==> config.mk <==
export PLATFORM = sky130hd
export DESIGN_NAME = mem_bus_arbiter
export DESIGN_NICKNAME = d
export VERILOG_FILES = /design/src/rtl/mem_pkg.sv /design/src/rtl/address_decoder.sv /design/src/rtl/mem_rr_arbiter.sv /design/src/rtl/mem_bus_arbiter.sv
export SDC_FILE = /design/constraint.sdc
export NUM_CORES = 1
export LEC_CHECK = 0
export CORE_UTILIZATION = 38
export CTS_CLUSTER_DIAMETER = 50
export DETAILED_ROUTE_END_ITERATION = 12
export GPL_ROUTABILITY_DRIVEN = 0
export PLACE_DENSITY = 0.78
export SYNTH_ARGS = -nofsm -noshare
export SYNTH_HDL_FRONTEND = slang
export SYNTH_SLANG_ARGS = --single-unit
==> constraint.sdc <==
create_clock -name clk -period 2.2 [get_ports clk]
set_input_delay 0.44 -clock clk [delete_from_list [all_inputs] [get_ports clk]]
set_output_delay 0.44 -clock clk [all_outputs]
set_load 0.02 [all_outputs]
==> src/rtl/mem_pkg.sv <==
// Shared constants for the memory-bus arbiter: region tags, region indices,
// FSM encoding and master indices.
package mem_pkg;

    localparam logic [15:0] REG_BRAM   = 16'h0000;
    localparam logic [15:0] REG_SRAM   = 16'h0001;
    localparam logic [15:0] REG_FLASH  = 16'h0002;
    localparam logic [15:0] REG_PERIPH = 16'h0003;

    localparam int IDX_BRAM   = 0;
    localparam int IDX_SRAM   = 1;
    localparam int IDX_FLASH  = 2;
    localparam int IDX_PERIPH = 3;

    localparam int WAIT_W = 3;

    typedef enum logic [1:0] {
        IDLE   = 2'd0,
        ACCESS = 2'd1,
        RESP   = 2'd2
    } state_t;

    localparam logic M0 = 1'b0;
    localparam logic M1 = 1'b1;

endpackage

==> src/rtl/address_decoder.sv <==
// Maps the upper address half onto a one-hot region select; anything above
// the peripheral region is reported as unmapped.
module address_decoder
    import mem_pkg::*;
(
    input  logic [15:0] addr_hi,
    output logic [3:0]  sel,
    output logic        err
);

    always_comb begin
        sel = '0;
        err = 1'b0;
        case (addr_hi)
            REG_BRAM:   sel[IDX_BRAM]   = 1'b1;
            REG_SRAM:   sel[IDX_SRAM]   = 1'b1;
            REG_FLASH:  sel[IDX_FLASH]  = 1'b1;
            REG_PERIPH: sel[IDX_PERIPH] = 1'b1;
            default:    err             = 1'b1;
        endcase
    end

endmodule

==> src/rtl/mem_rr_arbiter.sv <==
// Two-way round-robin pick: a lone requester wins, a tie goes to the master
// that was not granted last. Output is meaningless when req is 0.
module mem_rr_arbiter
    import mem_pkg::*;
(
    input  logic [1:0] req,
    input  logic       last_grant,
    output logic       grant
);

    always_comb begin
        case (req)
            2'b01:   grant = M0;
            2'b10:   grant = M1;
            default: grant = ~last_grant;
        endcase
    end

endmodule

==> src/rtl/mem_bus_arbiter.sv <==
// Two-master, one-transaction-at-a-time front end for the MCU memory map:
// round-robin grant, region decode, per-region wait states, single-cycle ack.
module mem_bus_arbiter
    import mem_pkg::*;
#(
    parameter int unsigned BRAM_WAIT   = 0,
    parameter int unsigned SRAM_WAIT   = 1,
    parameter int unsigned FLASH_WAIT  = 4,
    parameter int unsigned PERIPH_WAIT = 1
) (
    input  logic        clk,
    input  logic        rst_n,
    input  logic [1:0]  m_req,
    input  logic [63:0] m_addr,
    input  logic [1:0]  m_we,
    input  logic [7:0]  m_be,
    input  logic [63:0] m_wdata,
    output logic [1:0]  m_ack,
    output logic [1:0]  m_err,
    output logic [31:0] m_rdata,
    output logic [3:0]  mem_sel,
    output logic [31:0] mem_addr,
    output logic        mem_we,
    output logic [3:0]  mem_be,
    output logic [31:0] mem_wdata,
    input  logic [31:0] mem_rdata
);

    if (BRAM_WAIT > 7 || SRAM_WAIT > 7 || FLASH_WAIT > 7 || PERIPH_WAIT > 7) begin : g_wait_check
        $error("mem_bus_arbiter: WAIT parameters must fit the 3-bit wait counter");
    end

    localparam logic [WAIT_W-1:0] W_BRAM   = WAIT_W'(BRAM_WAIT);
    localparam logic [WAIT_W-1:0] W_SRAM   = WAIT_W'(SRAM_WAIT);
    localparam logic [WAIT_W-1:0] W_FLASH  = WAIT_W'(FLASH_WAIT);
    localparam logic [WAIT_W-1:0] W_PERIPH = WAIT_W'(PERIPH_WAIT);

    state_t              state_q, state_d;
    logic                grant_q, grant_d;
    logic                last_q, last_d;
    logic [WAIT_W-1:0]   wait_q, wait_d, wait_sel;
    logic                pick;
    logic [31:0]         req_addr, req_wdata;
    logic                req_we;
    logic [3:0]          req_be;
    logic [3:0]          dec_sel;
    logic                dec_err;
    logic [1:0]          m_ack_d, m_err_d;
    logic [31:0]         m_rdata_d, mem_addr_d, mem_wdata_d;
    logic [3:0]          mem_sel_d, mem_be_d;
    logic                mem_we_d;

    mem_rr_arbiter u_rr (
        .req        (m_req),
        .last_grant (last_q),
        .grant      (pick)
    );

    assign req_addr  = pick ? m_addr[63:32]  : m_addr[31:0];
    assign req_wdata = pick ? m_wdata[63:32] : m_wdata[31:0];
    assign req_we    = pick ? m_we[1]        : m_we[0];
    assign req_be    = pick ? m_be[7:4]      : m_be[3:0];

    address_decoder u_dec (
        .addr_hi (req_addr[31:16]),
        .sel     (dec_sel),
        .err     (dec_err)
    );

    always_comb begin
        wait_sel = '0;
        if (dec_sel[IDX_SRAM])   wait_sel = W_SRAM;
        if (dec_sel[IDX_FLASH])  wait_sel = W_FLASH;
        if (dec_sel[IDX_PERIPH]) wait_sel = W_PERIPH;
        if (dec_sel[IDX_BRAM])   wait_sel = W_BRAM;
    end

    always_ff @(posedge clk or negedge rst_n) begin
        if (!rst_n) begin
            state_q   <= IDLE;
            grant_q   <= M0;
            last_q    <= M1;
            wait_q    <= '0;
            m_ack     <= '0;
            m_err     <= '0;
            m_rdata   <= '0;
            mem_sel   <= '0;
            mem_addr  <= '0;
            mem_we    <= 1'b0;
            mem_be    <= '0;
            mem_wdata <= '0;
        end else begin
            state_q   <= state_d;
            grant_q   <= grant_d;
            last_q    <= last_d;
            wait_q    <= wait_d;
            m_ack     <= m_ack_d;
            m_err     <= m_err_d;
            m_rdata   <= m_rdata_d;
            mem_sel   <= mem_sel_d;
            mem_addr  <= mem_addr_d;
            mem_we    <= mem_we_d;
            mem_be    <= mem_be_d;
            mem_wdata <= mem_wdata_d;
        end
    end

    // Outputs are computed for the state being entered so every port is a flop.
    always_comb begin
        state_d     = state_q;
        grant_d     = grant_q;
        last_d      = last_q;
        wait_d      = wait_q;
        m_ack_d     = '0;
        m_err_d     = '0;
        m_rdata_d   = '0;
        mem_sel_d   = mem_sel;
        mem_addr_d  = mem_addr;
        mem_we_d    = mem_we;
        mem_be_d    = mem_be;
        mem_wdata_d = mem_wdata;
        case (state_q)
            IDLE: begin
                if (|m_req) begin
                    grant_d     = pick;
                    last_d      = pick;
                    mem_addr_d  = req_addr;
                    mem_we_d    = req_we;
                    mem_be_d    = req_be;
                    mem_wdata_d = req_wdata;
                    if (dec_err) begin
                        mem_sel_d      = '0;
                        m_ack_d[pick]  = 1'b1;
                        m_err_d[pick]  = 1'b1;
                        state_d        = RESP;
                    end else begin
                        mem_sel_d = dec_sel;
                        wait_d    = wait_sel;
                        state_d   = ACCESS;
                    end
                end
            end
            ACCESS: begin
                if (wait_q != '0) begin
                    wait_d = wait_q - 3'd1;
                end else begin
                    mem_sel_d        = '0;
                    m_ack_d[grant_q] = 1'b1;
                    m_rdata_d        = mem_we ? 32'h0 : mem_rdata;
                    state_d          = RESP;
                end
            end
            RESP: begin
                state_d = IDLE;
            end
            default: begin
                mem_sel_d = '0;
                state_d   = IDLE;
            end
        endcase
    end

endmodule

### After elaboration in Yosys (flattened, before gate mapping)

Index checks and enable logic that the tools add are counted.

| word-level totals | value |
|---|---|
| RAM bits | 0 |
| memory bits (read-only) | 0 |
| bits in latches | 0 |
| register bits after elaboration | 116 |
| output and inout port bits | 109 |
| memories | 0 |

| cells by class | value |
|---|---|
| shifts and indexed selects | 0 |
| $mul | 0 |
| reduce and logical (&&, ||, !) cells | 12 |
| muxes and demuxes | 37 |
| $add $sub $neg | 1 |
| divide/modulo/power cells | 0 |
| equal/unequal tests | 11 |
| magnitude comparators | 4 |
| bitwise gates (word level) | 2 |

Operators with widths:

| operator | number |
|---|---|
| two-way mux 32 bit | 5 |
| == test 16 x 2 -> 1 bit (second input constant) | 2 |
| two-way mux 3 bit | 6 |
| == test 16 x 1 -> 1 bit (second input constant) | 1 |
| logical NOT 16 bit | 1 |
| two-way mux 4 bit | 4 |
| two-way mux 2 bit | 7 |
| case mux 4 bit (3 select lines) | 1 |
| two-way mux 1 bit | 8 |
| inequality test 2 bit (second input constant) | 4 |
| case mux 2 bit (2 select lines) | 2 |
| case mux 3 bit (2 select lines) | 1 |
| == test 2 x 1 -> 1 bit (second input constant) | 2 |
| == test 2 bit (second input constant) | 2 |
| less-than comparator 1 x 2 -> 1 bit (second input constant) | 2 |
| AND reduction 2 bit | 2 |
| AND reduction 4 bit | 1 |
| OR reduction 4 bit | 1 |
| AND reduction 3 bit | 1 |
| nonzero test 3 bit | 1 |
| subtractor 3 x 1 -> 3 bit (second input constant) | 1 |
| demux 1 bit (select 1 bit) | 2 |
| greater-or-equal comparator 1 bit (second input constant) | 2 |
| logical AND 1 bit | 2 |
| 5 further kinds | 6 |

### Depth between registers and ports, before layout

| depth | value |
|---|---|
| word-level depth | 12 |
| mapped depth | 8 |
| mapped depth without buffers | 7 |

### Cells and area by module

Synthesis repeated with hierarchy kept, for this count alone.

| unflattened totals | value |
|---|---|
| cell total of the unflattened synthesis | 440 |
| area total of the unflattened synthesis | 5077.4 um^2 |

By module, submodules not included:

| module | cells an instance | area each (um^2) | times used |
|---|---|---|---|
| mem_bus_arbiter | 423 | 4939.7 | 1 |
| address_decoder | 13 | 107.6 | 1 |
| mem_rr_arbiter | 4 | 30.0 | 1 |

### Worst setup path before layout

Ideal clock, no wire load.

| timing path | value |
|---|---|
| path kind | input port to flip-flop |
| from | input m_req[0] |
| to | register wait_q[1] |
| library setup time | 128 ps |
| slack | 73 ps |
| arrival | 2000 ps |
| buffers on the path | 0 |
| cell stages on the path | 7 |
| required time | 2072 ps |
| cell sequence | inv_1 ha_1 nand2b_1 nand2_1 mux2_4 o21ai_4 mux2_1 |

| on the way | value |
|---|---|
| longest elaborated chain between the ends | 10 |
| elaborated cells between the ends (all ways) | 20 |
| those cells by class | eq/ne (7); mux (9); reduce/logical (4) |

Ends and longest elaborated chain:

| item | line | text |
|---|---|---|
| start: declaration | mem_bus_arbiter.sv:13 | `input logic [1:0] m_req,` |
| == test 2 bit or == test 2 x 1 -> 1 bit (tied branches) | mem_rr_arbiter.sv:12 | `case (req)` |
| case mux 1 bit (2 select lines) | mem_rr_arbiter.sv:12 |  |
| two-way mux 32 bit | mem_bus_arbiter.sv:59 | `assign req_addr = pick ? m_addr[63:32] : m_addr[31:0];` |
| == test 16 x 2 -> 1 bit | address_decoder.sv:14 | `case (addr_hi)` |
| two-way mux 1 bit | address_decoder.sv:14 |  |
| two-way mux 3 bit | mem_bus_arbiter.sv:74 | `if (dec_sel[IDX_PERIPH]) wait_sel = W_PERIPH;` |
| two-way mux 3 bit | mem_bus_arbiter.sv:75 | `if (dec_sel[IDX_BRAM]) wait_sel = W_BRAM;` |
| two-way mux 3 bit | mem_bus_arbiter.sv:131 | `if (dec_err) begin` |
| two-way mux 3 bit | mem_bus_arbiter.sv:124 | `if (\|m_req) begin` |
| case mux 3 bit (2 select lines) | mem_bus_arbiter.sv:122 | `case (state_q)` |
| end signal: assignment | mem_bus_arbiter.sv:96 | `wait_q <= wait_d;` |
| end: declaration | mem_bus_arbiter.sv:41 | `logic [WAIT_W-1:0] wait_q, wait_d, wait_sel;` |

Parallel ways exist; a longest one is shown, timed or not. The select of a mux whose other input is x is not followed.
A chain may end at the register's enable or synchronous reset.

### Worst setup path in the final report

| timing path | value |
|---|---|
| from | input m_req[1] |
| to | register mem_sel[3] |

| on the way | value |
|---|---|
| longest elaborated chain between the ends | 8 |
| elaborated cells between the ends (all ways) | 16 |
| those cells by class | eq/ne (6); mux (6); reduce/logical (4) |

Ends and longest elaborated chain:

| item | line | text |
|---|---|---|
| == test 2 bit or == test 2 x 1 -> 1 bit (tied branches) | mem_rr_arbiter.sv:12 |  |
| case mux 1 bit (2 select lines) | mem_rr_arbiter.sv:12 |  |
| two-way mux 32 bit | mem_bus_arbiter.sv:59 |  |
| == test 16 x 1 -> 1 bit, or another cell as far along | address_decoder.sv:14 |  |
| OR reduction 4 bit (no line) or two-way mux 1 bit (tied branches) | -- |  |
| two-way mux 4 bit | mem_bus_arbiter.sv:131 |  |
| two-way mux 4 bit | mem_bus_arbiter.sv:124 |  |
| case mux 4 bit (3 select lines) | mem_bus_arbiter.sv:122 |  |
| end signal: assignment | mem_bus_arbiter.sv:100 | `mem_sel <= mem_sel_d;` |
| end: declaration | mem_bus_arbiter.sv:21 | `output logic [3:0] mem_sel,` |

Parallel ways exist; a longest one is shown, timed or not. The select of a mux whose other input is x is not followed.

==> qor.yml <==
route.detailed.drc: 0
syn_inst: 509
row_count: 41
power_leakage_uw: 0.00388
die_w_um: 116
async_flop_share_pct: 100
antenna_found_initial: 0
tightest_slew_ps: 614
ys_seq_elements: 116
start_util_pct: 39.0
synth_edf_count: 0
fmax_ghz: 0.470
cts_resized: 0
nets: 990
rsz0062_at_grt: "no"
p_per_area_nw_per_um2: 921
vias: 4940
clk_latency_ps: 420
slew_headroom_pct: 58.6
drv_slew: 0
firstDrtPassIters: 5
final_cell_mix: "clkdlybuf4s50_1 (281), nand2_1 (126), dfrtp_1 (115), nor2_1 (60), a31oi_1 (54)"
dp_cells: 965
required_ps: 2500
io_pins: 283
routed_wirelength_mm: 16.3
grt-ovfl-total: 0
grt_util_all_layers_pct: 24.5
yosysSeqAreaShare_pct: 58.7
fill_cells: 952
place_area_um2: 8250
port_buffers: 282
end_kind: "flop"
fin_skew_ps: 9.14
vias_per_cell: 4.95
hpwl_mm: 11.9
synth_area_per_cell_um2: 9.71
cts-root-buf: "clkbuf_16"
routedWlPerCell_um: 16.3
cts_max_level: 4
r2r_cells: 5
die_y_um: 116
finalSetupViolCount: 0
regToRegEndpoint: "mem_sel[3]$_DFFE_PN0P_"
ir_drop_mv: 0.501
startpoint: "m_req[1]"
diodes: 0
crit_path_start_kind: "input port"
fin_area_um2: 8910
grt_max_degree: 57
hold_viol: 0
die_area_um2: 13500
crit_fanout: 4
grt_pass1_vias: 4964
cts_tree: "done"
post_route_cells_drive_above_1_share_pct: 9.09
synth_ff_type: "dfrtp_1"
critPathKind: "in2reg"
fin_crit_sh_pct: 96.7
final_util_pct: 70.4
status: "complete, no violations"
synth_area_um2: 4940
instances_no_fill: 997
cap_violations: 0
cts.clk_slew.worst_paths_ps: 60
yosysWarnings: 0
post-cts-setup-buffer-count: 0
syn2layout_area_growth_pct: 80.3
final_common_cell: "clkdlybuf4s50_1"
period_minus_slack_ps: 2130
clock_sinks: 116
grt_pass1_wl_mm: 24.7
clk_path_buf_depth: 2
r2r_start: "last_q$_DFFE_PN1P_"
postRouteAntennaNets: 0
arrival_ps: 2430
fin_hold_ws_ps: 2.31
rrSetupSlack_ps: 490
cts_made_buffers: 17
setup_tns_ps: 0
hold_path_class: "in2async"
ys_types: 40
drt_iter0_markers: 303
synthesis.nets: 687
cts_hold_buf: 0
core_area_um2: 12700
metal layers:
metal	up-vias	GRT usage, %	wire, µm
met5	-	0	0
met4	0	9.66	340
met3	26	9.26	1520
met2	226	43.9	8550
met1	2364	25.8	5840
li1	2324	-	-
final cells by class:
type,count,area (µm²),area share (%)
Inverter,6,22.5,0.253
Sequential cell,116,2900,32.6
Clock inverter,9,199,2.23
Tap cell,172,215,2.41
Multi-Input combinational cell,355,1910,21.4
Clock buffer,23,468,5.25
Timing Repair Buffer,316,3200,35.9
registers in the layout (all words and copies together) (netlist names):
| signal | cells |
|---|---|
| m_rdata | 32 |
| mem_wdata | 32 |
| mem_addr | 32 |
| state_q | 2 |
| last_q | 1 |
| m_err | 2 |
| mem_we | 1 |
| grant_q | 1 |
| wait_q | 3 |
| m_ack | 2 |
| mem_be | 4 |
| mem_sel | 4 |
Yosys cell counts, types with 4 or more instances:
| master | count | area (µm²) |
|---|---|---|
| nand2_1 | 127 | 477 |
| a31oi_1 | 54 | 338 |
| dfrtp_1 | 115 | 2880 |
| inv_1 | 6 | 22.5 |
| mux2i_1 | 15 | 150 |
| nor2_1 | 61 | 229 |
| o21ai_0 | 21 | 105 |
| buf_2 | 6 | 30.0 |
| ha_1 | 4 | 50.1 |
| clkbuf_1 | 22 | 82.6 |
| and2_1 | 33 | 206 |
| buf_1 | 4 | 15.0 |
per-stage QoR:
| step | setup slack, ps | power [µW] |
|---|---|---|
| floorplan | 72.7 | 3720 |
| global placement | -259 | 5050 |
| detailed placement | -318 | 5100 |
| CTS | 85.5 | 8260 |
| global route | 4.64 | 8560 |
| finish | 72.1 | 8210 |
critical path, stage by stage:
cell             delay [ps]
clkdlybuf4s50_1         480
inv_1                    50
ha_1                    310
nand2b_1                200
nand2_2                 110
mux2_4                  330
buf_4                   150
o41ai_1                 360
power breakdown:
part           leakage [µW]  internal [µW]  switching, µW
combinational       0.00212           1220           1200
clock              0.000325           2180            957
sequential          0.00143           2470            186
logic make-up after synthesis:
group / after synthesis / share of synthesized area [%]
DFF: 116 / 58.7
and+or+nand+nor: 243 / 21.7
buffers and inverters: 38 / 3.04
adders and majority gates: 4 / 1.01
muxes: 17 / 3.57
AOI/OAI and AO/OA: 91 / 11.9
how the worst max path moves through the flow:
stage,endpoint,slack (ps),cells after the start
2_1_floorplan,wait_q[1]$_DFFE_PN0P_,70,7
4_1_cts,mem_sel[3]$_DFFE_PN0P_,90,8
3_3_place_gp,wait_q[1]$_DFFE_PN0P_,-260,8
3_5_place_dp,mem_sel[3]$_DFFE_PN0P_,-320,8
5_1_grt,mem_sel[3]$_DFFE_PN0P_,5,8
6_report,mem_sel[3]$_DFFE_PN0P_,70,8
Note: power is estimated with default switching activity, not from simulation.
==> variant 1 (config.mk and constraints unchanged) <==
Take the reset off `mem_sel` and load it in a clocked block of its own.
--- a/src/rtl/mem_bus_arbiter.sv
+++ b/src/rtl/mem_bus_arbiter.sv
@@ -85,5 +85,4 @@
             m_err     <= '0;
             m_rdata   <= '0;
-            mem_sel   <= '0;
             mem_addr  <= '0;
             mem_we    <= 1'b0;
@@ -98,5 +97,4 @@
             m_err     <= m_err_d;
             m_rdata   <= m_rdata_d;
-            mem_sel   <= mem_sel_d;
             mem_addr  <= mem_addr_d;
             mem_we    <= mem_we_d;
@@ -104,4 +102,8 @@
             mem_wdata <= mem_wdata_d;
         end
+    end
+
+    always_ff @(posedge clk) begin
+        mem_sel <= mem_sel_d;
     end
 
Function: changed (a bounded check fails within 4 cycles, from zero or initial values and one cycle with rst_n low).
==> variant 1 against the original RTL <==
- wire length is 14% lower
- sequential cell count stayed put
- register-to-register slack worse by 110 ps
- power is 5.2% lower
- sequential share of layout area is 0.73 points higher
- worst setup slack better by 55 ps
- design area is 1.5% lower
- utilization is 1.1 points lower
- critical endpoint is now wait_q[0]
- non-clock buffer count is 13 lower
- synthesized area is 0.20% higher
- first-iteration DRC count is 66% lower
- hold slack better by 24 ps
- clock skew is 2.6 ps lower
==> variant 1: results (changes against the original RTL) <==
status - complete, no violations
Clock-cell share - 7.27% (-0.21 points)
Mapped Nets - 626 (-8.9%)
global-route wire length before repair - 21.4 mm (-13%)
CP max FO - 8 (+4)
Post-synth EDFFs - 4 (+4)
layout cells sized above 1 - 7.94% (-1.2 points)
Synth Area in Compound Gates - 8.74% (-3.2 points)
wire per inst - 15.1 um (-7.2%)
fillers - 939 (-1.4%)
Slew @ Worst Pin - 573 ps (-41.1 ps)
Non-clk bufs - 303 (-4.1%)
Cell variety after synth - 35 (-13%)
Die W - 116 um (+0.10%)
Switch Pwr - 2180 uW (-6.9%)
Root Driver - clkbuf_16
Largest stage delay, worst path - 460 ps (-20 ps)
Leak - 0.00389 uW (+0.25%)
M3 GR Usage - 8.30% (-0.95 points)
Synth Instances - 448 (-12%)
Pwr Density - 887 mW/mm^2 (-3.7%)
pre-CTS setup slack - -305 ps (+12.4 ps)
#MultiIn Comb - 299 (-16%)
DPL Wire Length - 10.9 mm (-8.5%)
Max VDD drop - 708 uV (+41%)
detailed-route via count - 4348 (-12%)
drt first pass iters - 4 (-1)
Post-Place Cells - 896 (-7.2%)
post-synthesis sequential area ratio - 59.0% (+0.29 points)
final std cells w/o fill - 928 (-6.9%)
vias in the first global route - 4422 (-11%)
most common library cells after synthesis - 111 x dfrtp_1, 75 x nand2_1, 70 x mux2i_1, 70 x o21ai_0, 32 x and2_1
skew final - 6.50 ps (-2.64 ps)
#FFs+latches synth - 116 (unchanged)
nets - 921 (-7.0%)
dpl cell area - 0.00814 mm^2 (-1.4%)
overall routing resource usage - 21.0% (-3.5 points)
multi-input logic area - 0.00190 mm^2 (-0.26%)
Async SR Flop Fraction - 96.6% (-3.4 points)
register area - 0.00292 mm^2 (+0.69%)
NonClk Buf Share - 35.1% (-0.84 points)
worst skew pair latency - 400 ps (-20 ps)
met2 GRT Util - 38.7% (-5.2 points)
adder-cell share of the synthesized area - 1.01% (-0.0020 points)
Inverters - 6 (unchanged)
met1 Usage GRT - 20.9% (-5.0 points)
largest cells by area after synthesis - dfrtp_1 56%, mux2i_1 14%, o21ai_0 7.1%
mux share of post-synthesis cell area - 14.9% (+11 points)
detailed router's first-iteration violation count - 103 (-66%)
Critical Path AT - 2360 ps (-70 ps)
[variant 1: metal layers]
layer	wire length [um]	up-vias
met3	1320	23
met1	5160	2030
met4	225	0
met5	0	-
li1	-	2120
met2	7340	175
[variant 1: worst paths after layout]
path / slack (ps) / endpoint / startpoint
min: 30 / mem_wdata[15] / rst_n
max: 130 / wait_q[0] / m_req[0]
min reg2reg: 470 / mem_wdata[19] / mem_wdata[19]
max in group asynchronous: 1560 / mem_wdata[29] / rst_n
max reg2reg: 380 / wait_q[1] / state_q[0]
min in group clk: 470 / mem_wdata[19] / mem_wdata[19]
[variant 1: power by group through the flow]
stage / combinational, uW / clock, uW / sequential [uW]
3_5_place_dp: 2220 / 0 / 2670
6_report: 2200 / 2950 / 2630
2_1_floorplan: 588 / 0 / 3050
3_3_place_gp: 2180 / 0 / 2650
4_1_cts: 2230 / 3020 / 2640
5_1_grt: 2360 / 3100 / 2670
==> variant 2 (same settings) <==
Without the edit above. Set the package constant `WAIT_W` to 6 (it was 3).
--- a/src/rtl/mem_pkg.sv
+++ b/src/rtl/mem_pkg.sv
@@ -13,5 +13,5 @@
     localparam int IDX_PERIPH = 3;
 
-    localparam int WAIT_W = 3;
+    localparam int WAIT_W = 6;
 
     typedef enum logic [1:0] {
Formal check against the unedited RTL: no difference found for any inputs over 4 cycles, from zero or initial values and one cycle with rst_n low; that may be too few to reach the edited logic, so the function may still have changed.
==> variant 2 against the original RTL <==
- synthesized area grew 3.2%
- register-to-register slack lost 440 ps
- sequential cell count grew 3
- worst setup slack lost 18 ps
- power shrank 7.3%
- design area grew 0.53%
- wire length shrank 12%
- via count shrank 9.7%
- clock power shrank 12%
- utilization shrank 0.75 points
- largest power group unchanged
- highest routed layer unchanged
==> variant 2: results (changes against the original RTL) <==
status - complete, no violations
worst flop-to-flop path endpoint - wait_q[1]
final std cells w/o fill - 948 (-4.9%)
fmax - 466 MHz (-0.85%)
met1 Usage GRT - 22.6% (-3.2 points)
detailed-route via count - 4463 (-9.7%)
Synth Flop Type - dfrtp_1
Async SR Flop Fraction - 100% (unchanged)
Cell variety after synth - 37 (-7.5%)
post-cts gate resize count - 1 (+1)
drt first pass iters - 6 (+1)
critical path's slowest cell - or3b_4
met2 GRT Util - 37.5% (-6.4 points)
CP max FO - 8 (+4)
Hold Path Depth - 2
largest net degree at the start of global routing - 142 (+150%)
slew margin rel. - 45.1% (-13 points)
Mapped Nets - 638 (-7.1%)
DR WL met3 - 1.16 mm (-23%)
Largest stage delay, worst path - 410 ps (-70 ps)
largest cells by area after synthesis - dfrtp_1 58%, mux2i_1 14%, o21ai_0 7.4%
Synth Area in Compound Gates - 9.99% (-1.9 points)
HP Class - flop to flop
M3 GR Usage - 7.75% (-1.5 points)
dpl cell area - 0.00827 mm^2 (+0.29%)
pre-CTS setup slack - -412 ps (-94.6 ps)
layout cells sized above 1 - 9.54% (+0.45 points)
DPL Wire Length - 11.0 mm (-7.7%)
CP startpoint - wait_q[1]
worst skew pair latency - 400 ps (-20 ps)
Reg2Reg Depth - 6 (+1)
Power Internal - 5480 uW (-6.6%)
vias in the first global route - 4589 (-7.6%)
overall routing resource usage - 21.2% (-3.3 points)
most common library cells after synthesis - 118 x dfrtp_1, 81 x nand2_1, 75 x o21ai_0
CTS buffer count - 17 (unchanged)
DRT met1 WL - 5.57 mm (-4.7%)
global-route wire length before repair - 22.9 mm (-7.2%)
Post-Place Cells - 913 (-5.4%)
Layout Cell Area excl Fill - 0.00896 mm^2 (+0.53%)
nets - 942 (-4.8%)
Sequential Power Share - 35.2% (+2.8 points)
clock group total power - 2760 uW (-12%)
detailed router's first-iteration violation count - 187 (-38%)
Critical Path End Type - flop
Avg Cell Area, Syn - 11.1 um^2 (+14%)
mux share of post-synthesis cell area - 14.5% (+11 points)
Reg2Reg Setup Slack - 50 ps (-440 ps)
wire per inst - 15.2 um (-7.0%)
Max VDD drop - 461 uV (-8.1%)
met2 wire len - 7.30 mm (-15%)
adder-cell share of the synthesized area - 0.736% (-0.28 points)
skew final - 6.69 ps (-2.46 ps)
fillers - 957 (+0.53%)
Leak - 0.00399 uW (+2.8%)
post-synthesis sequential area ratio - 58.4% (-0.33 points)
sw frac - 28.0% (-0.54 points)
cell family contributing the most delay on the critical path - compound AO/OA/AOI/OAI gates
clk slew on worst S/H paths - 50 ps
hold buffer count at cts - 1 (+1)
-- variant 2: cell types whose count changed in the layout (fill, tap and decap cells not counted), moves of 4 or more --
| cell | before | now |
|---|---|---|
| mux2i_1 | 15 | 68 |
| nor3_1 | 0 | 4 |
| nand2_1 | 126 | 80 |
| buf_4 | 25 | 21 |
| buf_12 | 10 | 5 |
| a31oi_1 | 54 | 1 |
| nor2_1 | 60 | 4 |
| o21ai_0 | 21 | 75 |
-- variant 2: layout make-up --
cell class,count,area share [%]
clock buffer,21,5.25
multi-input combinational,310,22.7
sequential,119,33.2
timing repair buffer,311,34.8
tap,172,2.40
inverter,6,0.251
clock inverter,9,1.40
-- variant 2: worst min-delay path by stage --
| stage | from | endpoint | slack (ps) |
|---|---|---|---|
| final | last_q | last_q | 460 |
| after global routing | mem_addr[0] | mem_addr[0] | 490 |
| after CTS | last_q | last_q | 460 |
| after detailed placement | rst_n | mem_addr[28] | 380 |
| after global placement | rst_n | mem_addr[30] | 370 |
| after floorplan | rst_n | grant_q | 140 |
